==> src/rtl/input_conditioner.sv <==
// -----------------------------------------------------------------------------
// input_conditioner
//
// Purpose:
//   Cleans up one raw SPI pad input (SCLK, CS or MOSI) before the slave
//   control FSM sees it. The pad is first brought into the clk domain by a
//   two-flop synchronizer. A counter-based debouncer then accepts a new level
//   only once it has been stable for WAITTIME consecutive cycles. Finally,
//   registered one-cycle pulses mark each accepted rising or falling change.
//
// Parameters:
//   COUNTERWIDTH - width of the debounce counter
//   WAITTIME     - consecutive deviating cycles needed before the output
//                  level follows (1 .. 2**COUNTERWIDTH-1)
//   RESET_VALUE  - idle level of the pin (1 for CS, 0 otherwise)
//
// Ports:
//   clk          - system clock, all state changes on the rising edge
//   reset        - asynchronous, active-high reset
//   noisysignal  - raw pad input, asynchronous to clk, may bounce
//   conditioned  - synchronized, debounced level
//   positiveedge - one-cycle pulse in the first cycle conditioned is 1
//   negativeedge - one-cycle pulse in the first cycle conditioned is 0
// -----------------------------------------------------------------------------
module input_conditioner #(
  parameter int   COUNTERWIDTH = 3,
  parameter int   WAITTIME     = 3,
  parameter logic RESET_VALUE  = 1'b0
) (
  input  logic clk,
  input  logic reset,
  input  logic noisysignal,
  output logic conditioned,
  output logic positiveedge,
  output logic negativeedge
);

  // The counter only ever reaches WAITTIME-1 before it is cleared, so the
  // terminal value is the only count the debouncer needs to recognise.
  localparam logic [COUNTERWIDTH-1:0] LAST_COUNT = COUNTERWIDTH'(WAITTIME - 1);
  localparam logic [COUNTERWIDTH-1:0] COUNT_ONE  = COUNTERWIDTH'(1);

  // A WAITTIME the counter cannot represent would make the output either
  // follow the raw input with no filtering or never update at all, so such a
  // build is stopped at elaboration.
  generate
    if (WAITTIME < 1 || WAITTIME > (1 << COUNTERWIDTH) - 1) begin : g_bad_waittime
      $error("input_conditioner: WAITTIME=%0d is outside 1..%0d",
             WAITTIME, (1 << COUNTERWIDTH) - 1);
    end
  endgenerate

  logic                    sync0;
  logic                    sync1;
  logic [COUNTERWIDTH-1:0] counter;

  // Two-flop synchronizer. sync0 may go metastable when the pad changes
  // close to a clock edge; only sync1, which has had a full cycle to settle,
  // is allowed to feed the debouncer. Both flops start at the pin's idle
  // level so that leaving reset never looks like a transition.
  always_ff @(posedge clk or posedge reset) begin
    if (reset) begin
      sync0 <= RESET_VALUE;
      sync1 <= RESET_VALUE;
    end else begin
      sync0 <= noisysignal;
      sync1 <= sync0;
    end
  end

  // Debouncer and edge detector. Any cycle in which the synchronized input
  // agrees with the accepted level throws away a partial count, so a glitch
  // shorter than WAITTIME cycles leaves no trace. When the count completes,
  // the new level is taken and the matching edge pulse is raised in the same
  // cycle; clearing the counter at that moment lets an opposite deviation
  // start counting straight away. Reset loads the idle level with no pulse,
  // so neither reset nor its release produces an edge.
  always_ff @(posedge clk or posedge reset) begin
    if (reset) begin
      conditioned  <= RESET_VALUE;
      counter      <= '0;
      positiveedge <= 1'b0;
      negativeedge <= 1'b0;
    end else if (sync1 == conditioned) begin
      counter      <= '0;
      positiveedge <= 1'b0;
      negativeedge <= 1'b0;
    end else if (counter == LAST_COUNT) begin
      conditioned  <= sync1;
      counter      <= '0;
      positiveedge <= sync1;
      negativeedge <= ~sync1;
    end else begin
      counter      <= counter + COUNT_ONE;
      positiveedge <= 1'b0;
      negativeedge <= 1'b0;
    end
  end

endmodule

==> config.mk <==
export PLATFORM = sky130hd
export DESIGN_NAME = input_conditioner
export DESIGN_NICKNAME = d
export VERILOG_FILES = /design/src/rtl/input_conditioner.sv
export SDC_FILE = /design/constraint.sdc
export NUM_CORES = 1
export LEC_CHECK = 0
export ABC_AREA = 1
export BUFFER_PORTS_ARGS = -buffer_cell sky130_fd_sc_hd__buf_2
export CAP_MARGIN = 20
export CORE_AREA = 2 2 39 41
export CTS_BUF_LIST = sky130_fd_sc_hd__clkbuf_4
export DETAILED_ROUTE_END_ITERATION = 12
export DIE_AREA = 0 0 41 43
export HOLD_SLACK_MARGIN = 0.06
export SYNTH_ARGS = -nofsm -noshare
export SYNTH_HDL_FRONTEND = slang
export SYNTH_SLANG_ARGS = --single-unit
==> constraint.sdc <==
create_clock -name clk -period 0.8 [get_ports clk]
set_input_delay 0.16 -clock clk [delete_from_list [all_inputs] [get_ports clk]]
set_output_delay 0.16 -clock clk [all_outputs]
set_load 0.01 [all_outputs]
==> results.py, run 1 <==
metrics = {
    "layout": {
        "fin_nets": 49,
        "drive_gt1_share_pct": 45.5,
        "layout.cells.most_common": "dfrtp_1",
        "stdcell_count": 60,
        "antenna_cells": 0,
        "layout_common_cells": "dfrtp_1, nor2_1, buf_2",
        "syn_to_final_growth_pct": 45.6,
    },
    "outcome": {
        "violations": "setup timing",
        "status": "finished, violations left",
    },
    "yosys": {
        "synth_area_um2": 302,
        "synth_top_area_share_pct": 66.4,
        "ys_seq_area_share_pct": 66.4,
        "synth_area_per_cell_um2": 10.1,
        "ys_top_cells_by_area": "dfrtp_1, nand2_1, nor2_1",
        "yosysWarnings": 0,
        "synth-seq-cells": 8,
        "synth_cell_type_count": 11,
        "synthCells": 30,
        "syn_nets": 33,
        "synth_top_area_cell": "dfrtp_1",
    },
    "timing": {
        "setup_viol": 7,
        "rsz0062_at_grt": "yes",
        "tns_ns": -0.576,
        "finalCriticalPeriod_ns": 0.923,
        "period_share_pct": 115,
        "maxSlewHeadroom_pct": 80.0,
        "postLayoutSetupSlackWorst_ns": -0.123,
        "fmax_ghz": 1.08,
        "skew_ns": 0.00432,
        "slew_violations": 0,
        "tightest_slew_ns": 0.299,
        "hold_viol_final": 0,
    },
    "die": {
        "io_pins": 6,
        "fp.dieArea_mm2": 0.00176,
        "rows": 14,
        "initial_core_util_pct": 21.8,
        "chipWidth_um": 41,
        "core_mm2": 0.00138,
        "die_h_um": 43,
    },
    "drt": {
        "drt_pass1_iterations": 1,
        "vias_per_cell": 4.03,
        "vias": 242,
        "finalWirelength_um": 519,
        "first_iter_violations": 0,
        "drc": 0,
        "wl_per_cell_um": 8.65,
        "final_antenna_net_count": 0,
    },
    "power": {
        "ir_drop_mv": 1.60,
        "leakage_nw": 0.222,
        "p_per_area_mw_per_mm2": 3170,
    },
    "setup_path": {
        "worst_path_largest_cell_delay_ns": 0.37,
        "critPathCapture": "conditioned",
        "path_buf_inv": 1,
        "worst_setup_path_end_kind": "primary output",
        "cp.required_ns": 0.64,
        "worst-path-stages": 1,
        "path_cells": "buf_2",
        "crit_family": "flip-flops",
        "cp-start-kind": "flop",
        "rr_endpoint": "counter[0]$_DFF_PP0_",
        "cp-startpoint": "conditioned$_DFFE_PP0P_",
        "reg2reg_slack_ns": -0.10,
        "r2r_start": "conditioned$_DFFE_PP0P_",
        "cp_max_fo": 2,
        "cp_data_arrival_time_ns": 0.76,
        "crit_type": "reg -> out",
        "worst_path_max_delay_cell": "dfrtp_1",
        "reg2regPathDepth": 6,
    },
    "global_routing": {
        "overflow": 0,
        "grt_max_degree": 9,
        "antenna_found_initial": 0,
        "grtUsageTotal_pct": 9.13,
        "grt_pass1_vias": 237,
        "grt_pass1_wl_um": 897,
    },
    "placement": {
        "dp.final_hpwl_um": 358,
        "place_inst": 54,
        "portBuffers": 5,
        "gp_congestion": 0.719,
    },
    "clock_network": {
        "htreeDepth": 1,
        "path_clk_slew_ns": 0.05,
        "cts_buffers": 3,
        "clk_latency_ns": 0.26,
        "clk_path_buf_depth": 2,
        "root_buffer": "clkbuf_4",
        "cts_tree": "yes",
        "cts_sinks": 8,
    },
    "flow_run": {
        "maxCapViolCount": 0,
    },
    "min_path": {
        "hold_path_class": "reg -> reg",
        "min_path_cells": 0,
    },
}
==> per-layer routing <==
metal	global-route usage [%]	share of wire (%)	vias up
met1	8.31	41	109
met4	10.0	6.4	0
met5	0	0	-
li1	-	-	120
met2	10.9	43	8
met3	7.85	9.8	5
==> power by group <==
group / switching (mW) / internal [mW] / leakage [nW]
logic: 0.238 / 0.249 / 0.106
clock network: 0.134 / 0.171 / 0.0138
registers: 0.0980 / 0.503 / 0.102
total: 0.470 / 0.924 / 0.222
==> cell type report <==
class | instances | area [um2]
Inverter | 5 | 18.8
Tap cell | 16 | 20.0
Timing Repair Buffer | 11 | 78.8
Clock buffer | 3 | 22.5
Fill cell | 145 | 945
Multi-Input combinational cell | 17 | 97.6
Sequential cell | 8 | 201
==> registers in the layout (all words and copies together), names as in the netlist <==
| signal | cells |
|---|---|
| counter | 3 |
| positiveedge | 1 |
| sync0 | 1 |
| conditioned | 1 |
| negativeedge | 1 |
| sync1 | 1 |
==> Yosys cell counts <==
cell and number:
nand3_2 1, inv_1 4, dfrtp_1 8, nand3_1 1, nor2_1 5, nand2_1 6
nand2_2 1, a21oi_1 1, xnor2_1 1, inv_2 1, nand4_1 1
==> worst min-delay path by stage <==
stage	from	end	slack, ns
floorplan	reset	conditioned$_DFFE_PP0P_	-0.02
global placement	reset	sync0$_DFF_PP0_	0.12
detailed placement	reset	counter[0]$_DFF_PP0_	0.12
CTS	sync0$_DFF_PP0_	sync1$_DFF_PP0_	0.35
global route	sync0$_DFF_PP0_	sync1$_DFF_PP0_	0.37
finish	sync0$_DFF_PP0_	sync1$_DFF_PP0_	0.35
==> metrics by stage <==
step | utilization, % | hold slack, ns | setup slack (ns) | instance area [um2] | power (mW)
2_1_floorplan | - | -0.0243 | 0.00397 | 302 | 0.830
3_3_place_gp | 26.7 | 0.118 | -0.0576 | 369 | 0.965
3_5_place_dp | 26.7 | 0.122 | -0.0594 | 369 | 0.975
4_1_cts | 31.6 | 0.352 | -0.137 | 438 | 1.41
5_1_grt | 31.7 | 0.365 | -0.170 | 439 | 1.51
6_report | 31.7 | 0.349 | -0.123 | 439 | 1.39
==> worst register-to-register path: stages, from the launching register on <==
cell,delay (ns)
dfrtp_1,0.37
buf_4,0.14
inv_2,0.05
nand2_2,0.05
nand2_2,0.07
nand2_2,0.05
nor2_1,0.10
==> cells by family (layout without fill, tap and decap cells) <==
kind of cell,after synthesis,after routing,synth area share [%]
DFF,8,8,66.4
and+or+nand+nor,15,15,22.8
AOI/OAI and AO/OA,1,1,1.66
buffers and inverters,5,19,6.22
xor gates and xnor gates,1,1,2.91
==> timing repair <==
action / 4_1_cts / 5_1_grt
endpoints found under the hold margin: 9 / 0
hold buffers: 2 / 0
setup buffers: 1 / 0
pin swaps: 0 / 1
resized for setup: 6 / 1
setup endpoints to repair: 7 / 9
Note: power is estimated with default switching activity, not from simulation.
==> run 2: changes to the inputs <==
--- a/config.mk
+++ b/config.mk
@@ -6,13 +6,16 @@
 export NUM_CORES = 1
 export LEC_CHECK = 0
 export ABC_AREA = 1
-export BUFFER_PORTS_ARGS = -buffer_cell sky130_fd_sc_hd__buf_2
+export BUFFER_PORTS_ARGS = -buffer_cell sky130_fd_sc_hd__clkbuf_2
 export CAP_MARGIN = 20
+export CELL_PAD_IN_SITES_DETAIL_PLACEMENT = 0
+export CELL_PAD_IN_SITES_GLOBAL_PLACEMENT = 2
 export CORE_AREA = 2 2 39 41
 export CTS_BUF_LIST = sky130_fd_sc_hd__clkbuf_4
 export DETAILED_ROUTE_END_ITERATION = 12
 export DIE_AREA = 0 0 41 43
 export HOLD_SLACK_MARGIN = 0.06
+export PLACE_DENSITY_LB_ADDON = 0.1
 export SYNTH_ARGS = -nofsm -noshare
 export SYNTH_HDL_FRONTEND = slang
 export SYNTH_SLANG_ARGS = --single-unit
==> run 2 against run 1 <==
Against the previous run:
- the flow still finishes with violations (setup timing)
- worst setup slack lost 0.039 ns
- critical path depth is the same
- register-to-register slack gained 0.04 ns
- utilization grew 1.7 points
- cell count grew 5.0%
- die area is the same
- power grew 5.8%
- final area grew 5.4%
- critical path type unchanged
- critical endpoint unchanged
- highest routed layer unchanged
==> results.py, run 2 (synthesis gave the netlist of run 1 again) <==
metrics = {
    "outcome": {
        "status": "finished, violations left",
        "violations": "setup timing",
    },
    "clock_network": {
        "clk_path_buf_depth": 2,
        "clk_latency_ns": 0.25,
        "cts_sinks": 8,
        "root_buffer": "clkbuf_4",
        "cts_buffers": 3,
        "path_clk_slew_ns": 0.05,
        "htreeDepth": 1,
        "cts_tree": "yes",
    },
    "die": {
        "chipWidth_um": 41,
        "initial_core_util_pct": 21.8,
        "core_mm2": 0.00138,
        "io_pins": 6,
        "fp.dieArea_mm2": 0.00176,
        "rows": 14,
        "die_h_um": 43,
    },
    "timing": {
        "fmax_ghz": 1.04,
        "setup_viol": 8,
        "rsz0062_at_grt": "yes",
        "hold-worst-slack_ns": 0.350,
        "tightest_slew_ns": 0.308,
        "slew_violations": 0,
        "skew_ns": 0.00156,
        "tns_ns": -0.538,
        "finalCriticalPeriod_ns": 0.961,
        "maxSlewHeadroom_pct": 79.4,
        "postLayoutSetupSlackWorst_ns": -0.161,
        "period_share_pct": 120,
        "hold_viol_final": 0,
    },
    "setup_path": {
        "worst_setup_path_end_kind": "primary output",
        "reg2reg_slack_ns": -0.06,
        "cp-start-kind": "flop",
        "path_buf_inv": 1,
        "reg2regPathDepth": 4,
        "crit_type": "reg -> out",
        "cp.required_ns": 0.64,
        "worst_path_largest_cell_delay_ns": 0.41,
        "cp_max_fo": 4,
        "worst_path_max_delay_cell": "dfrtp_1",
        "crit_family": "flip-flops",
        "cp_data_arrival_time_ns": 0.80,
        "r2r_start": "counter[0]$_DFF_PP0_",
        "path_cells": "clkbuf_2",
        "rr_endpoint": "counter[1]$_DFF_PP0_",
    },
    "global_routing": {
        "antenna_found_initial": 0,
        "grt_pass1_wl_um": 876,
        "overflow": 0,
        "grt_max_degree": 9,
        "grtUsageTotal_pct": 8.10,
        "grt_pass1_vias": 226,
    },
    "drt": {
        "final_antenna_net_count": 0,
        "first_iter_violations": 5,
        "finalWirelength_um": 611,
        "wl_per_cell_um": 9.70,
        "drt_pass1_iterations": 3,
        "vias_per_cell": 4.25,
        "vias": 268,
        "drc": 0,
    },
    "layout": {
        "layout_common_cells": "dfrtp_1, buf_4, clkbuf_2",
        "largest_register": "counter",
        "syn_to_final_growth_pct": 53.5,
        "stdcell_count": 63,
        "antenna_cells": 0,
        "final_area_um2": 463,
        "largest_register_ffs": 3,
        "fillers": 151,
        "final_core_util_pct": 33.5,
        "fin_nets": 52,
        "drive_gt1_share_pct": 53.2,
    },
    "placement": {
        "post-place-ws_ns": -0.0662,
        "place_area_um2": 384,
        "place_inst": 56,
        "dp.final_hpwl_um": 411,
        "gp_congestion": 0.660,
        "portBuffers": 5,
    },
    "flow_run": {
        "maxCapViolCount": 0,
    },
    "min_path": {
        "min_path_cells": 0,
        "hold_path_class": "reg -> reg",
        "min_to": "sync1$_DFF_PP0_",
        "hold_path.startpoint": "sync0$_DFF_PP0_",
    },
    "power": {
        "ir_drop_mv": 0.937,
        "p_per_area_mw_per_mm2": 3190,
        "leakage_nw": 0.234,
        "power_mw": 1.48,
    },
}
## run 2: timing repair
item,CTS,global route
hold buffers,2,0
setup endpoints to repair,8,9
pin swaps,3,0
gates resized for setup,3,5
buffers inserted,0,2
endpoints found under the hold margin,9,0
## run 2: worst max-delay path by stage
stage | startpoint | endpoint | slack [ns] | depth (start not counted)
3_5_place_dp | counter[0]$_DFF_PP0_ | counter[0]$_DFF_PP0_ | -0.07 | 4
2_1_floorplan | conditioned$_DFFE_PP0P_ | counter[0]$_DFF_PP0_ | 0.004 | 5
4_1_cts | conditioned$_DFFE_PP0P_ | conditioned | -0.17 | 1
6_report | conditioned$_DFFE_PP0P_ | conditioned | -0.16 | 1
3_3_place_gp | counter[0]$_DFF_PP0_ | counter[1]$_DFF_PP0_ | -0.05 | 4
5_1_grt | conditioned$_DFFE_PP0P_ | conditioned | -0.19 | 1
## run 2: metal layers
metal  track usage, %  part of all wire [%]  routed length (um)  vias to the layer above
met1             8.58                    41                 248                      133
li1                 -                     -                   -                      126
met4             8.00                   2.8                  17                        0
met5                0                     0                   0                        -
met2             11.3                    50                 307                        7
met3             3.14                   6.2                  38                        2
## run 2: power breakdown
part	internal, mW	switching, mW
clock	0.172	0.139
sequential	0.503	0.121
combinational	0.287	0.253
total	0.962	0.513
## run 2: cell type report
class / count / area, um2 / area share (%)
clock buffers: 3 / 22.5 / 4.86
well taps: 16 / 20.0 / 4.32
flip-flops and latches: 8 / 201 / 43.5
multi-input cells: 17 / 103 / 22.2
inverters: 5 / 18.8 / 4.05
repair buffers: 14 / 97.6 / 21.1
==> run 3: changes to the inputs <==
==> constraint.sdc (replaced) <==
create_clock -name clk -period 1.2 [get_ports clk]
set_input_delay 0.24 -clock clk [delete_from_list [all_inputs] [get_ports clk]]
set_output_delay 0.24 -clock clk [all_outputs]
set_load 0.01 [all_outputs]
==> run 3 against run 2 <==
Against the previous run:
- the flow now finishes without violations
- non-clock buffer count down 8
- power down 45%
- sequential cell count unchanged
- sequential share of layout area grew 9.3 points
- clock skew is 0.0052 ns higher
- register-to-register slack improved by 0.41 ns
- combinational power fell by 62%
- first-iteration DRC count rose by 20%
- sequential power is 35% lower
- final area fell by 18%
- via count is 22% lower
- global-route usage shrank 0.19 points
- critical endpoint unchanged
- highest routed layer unchanged
==> results.py, run 3 (synthesis gave the netlist of run 1 again) <==
metrics = {
    "global_routing": {
        "grt_pass1_vias": 197,
        "grt_util_met2_pct": 9.06,
        "overflow": 0,
        "grt_max_degree": 9,
        "grt_busiest_layer": "met4",
        "gr-usage-met1_pct": 8.31,
        "grt_util_met3_pct": 4.71,
        "grt_pass1_wl_um": 800,
        "grtUsageTotal_pct": 7.91,
        "antenna_found_initial": 0,
    },
    "setup_path": {
        "cp_max_fo": 4,
        "cp.required_ns": 0.96,
        "worst-path-stages": 1,
        "cp_data_arrival_time_ns": 0.78,
        "path_buf_inv": 1,
        "reg2regPathDepth": 4,
        "reg2reg_slack_ns": 0.35,
        "r2r_start": "counter[0]$_DFF_PP0_",
        "cp-start-kind": "flop",
        "worst_setup_path_end_kind": "primary output",
        "crit_family": "flip-flops",
        "path_cells": "clkbuf_2",
        "worst_path_largest_cell_delay_ns": 0.40,
        "cp-startpoint": "conditioned$_DFFE_PP0P_",
        "worst_path_max_delay_cell": "dfrtp_1",
        "critPathCapture": "conditioned",
        "crit_type": "reg -> out",
        "rr_endpoint": "counter[0]$_DFF_PP0_",
    },
    "power": {
        "power_mw": 0.806,
        "p_per_area_mw_per_mm2": 2130,
        "leakage_nw": 0.197,
        "ir_drop_mv": 0.704,
    },
    "layout": {
        "stdcell_count": 55,
        "final_area_um2": 379,
        "largest_register_ffs": 3,
        "antenna_cells": 0,
        "syn_to_final_growth_pct": 25.7,
        "drive_gt1_share_pct": 28.2,
        "layout.cells.most_common": "dfrtp_1",
        "layout_common_cells": "dfrtp_1, nand2_1, nor2_1, clkbuf_2, inv_1",
        "largest_register": "counter",
        "fin_nets": 44,
        "final_core_util_pct": 27.4,
    },
    "placement": {
        "place_inst": 51,
        "gp_congestion": 0.606,
        "portBuffers": 5,
        "place_area_um2": 347,
        "post-place-ws_ns": 0.347,
        "dp.final_hpwl_um": 364,
    },
    "drt": {
        "first_iter_violations": 6,
        "finalWirelength_um": 475,
        "drc": 0,
        "drt_pass1_iterations": 2,
        "vias_per_cell": 3.78,
        "vias": 208,
        "final_antenna_net_count": 0,
        "wl_per_cell_um": 8.64,
    },
    "timing": {
        "period_share_pct": 85.3,
        "rsz0062_at_grt": "no",
        "slew_violations": 0,
        "postLayoutSetupSlackWorst_ns": 0.176,
        "tightest_slew_ns": 0.304,
        "fmax_ghz": 0.977,
        "skew_ns": 0.00673,
        "hold_viol_final": 0,
        "maxSlewHeadroom_pct": 79.7,
        "hold-worst-slack_ns": 0.0982,
        "finalCriticalPeriod_ns": 1.02,
        "setup_viol": 0,
        "tns_ns": 0,
    },
    "clock_network": {
        "htreeDepth": 1,
        "cts_sinks": 8,
        "root_buffer": "clkbuf_4",
        "hold_buffers": 1,
        "clk_path_buf_depth": 2,
        "cts_buffers": 3,
        "clk_latency_ns": 0.25,
        "post-cts-setup-buffer-count": 0,
        "cts_tree": "yes",
        "ctsResizeCount": 0,
        "path_clk_slew_ns": 0.05,
    },
    "die": {
        "die_h_um": 43,
        "core_mm2": 0.00138,
        "io_pins": 6,
        "initial_core_util_pct": 21.8,
        "chipWidth_um": 41,
        "rows": 14,
        "fp.dieArea_mm2": 0.00176,
    },
    "min_path": {
        "hold_path_class": "in -> reg",
    },
    "outcome": {
        "status": "finished clean",
    },
    "flow_run": {
        "maxCapViolCount": 0,
    },
}
==> run 3: worst min-delay path by stage <==
stage | cells after the start | from | slack [ns] | to
5_1_grt | 1 | noisysignal | 0.08 | sync0$_DFF_PP0_
4_1_cts | 1 | noisysignal | 0.09 | sync0$_DFF_PP0_
6_report | 1 | noisysignal | 0.1 | sync0$_DFF_PP0_
3_5_place_dp | 2 | reset | 0.18 | sync0$_DFF_PP0_
2_1_floorplan | 1 | reset | 0.06 | conditioned$_DFFE_PP0P_
3_3_place_gp | 2 | reset | 0.18 | sync0$_DFF_PP0_
==> run 3: power breakdown <==
part           switching, mW  internal [mW]
logic                  0.114         0.0891
clock network         0.0868          0.114
registers             0.0707          0.332
total                  0.271          0.535
==> run 3: final cells by class <==
cell class | count | area [um2]
clock buffer | 3 | 22.5
fill | 143 | 1000
inverter | 5 | 18.8
multi-input combinational | 17 | 82.6
sequential | 8 | 200
tap | 16 | 20.0
timing repair buffer | 6 | 35.0
==> run 3: per-layer routing <==
| metal | up-vias | wire [um] |
|---|---|---|
| li1 | 109 | - |
| met1 | 90 | 222 |
| met2 | 7 | 209 |
| met3 | 2 | 33 |
| met4 | 0 | 10 |
| met5 | - | 0 |
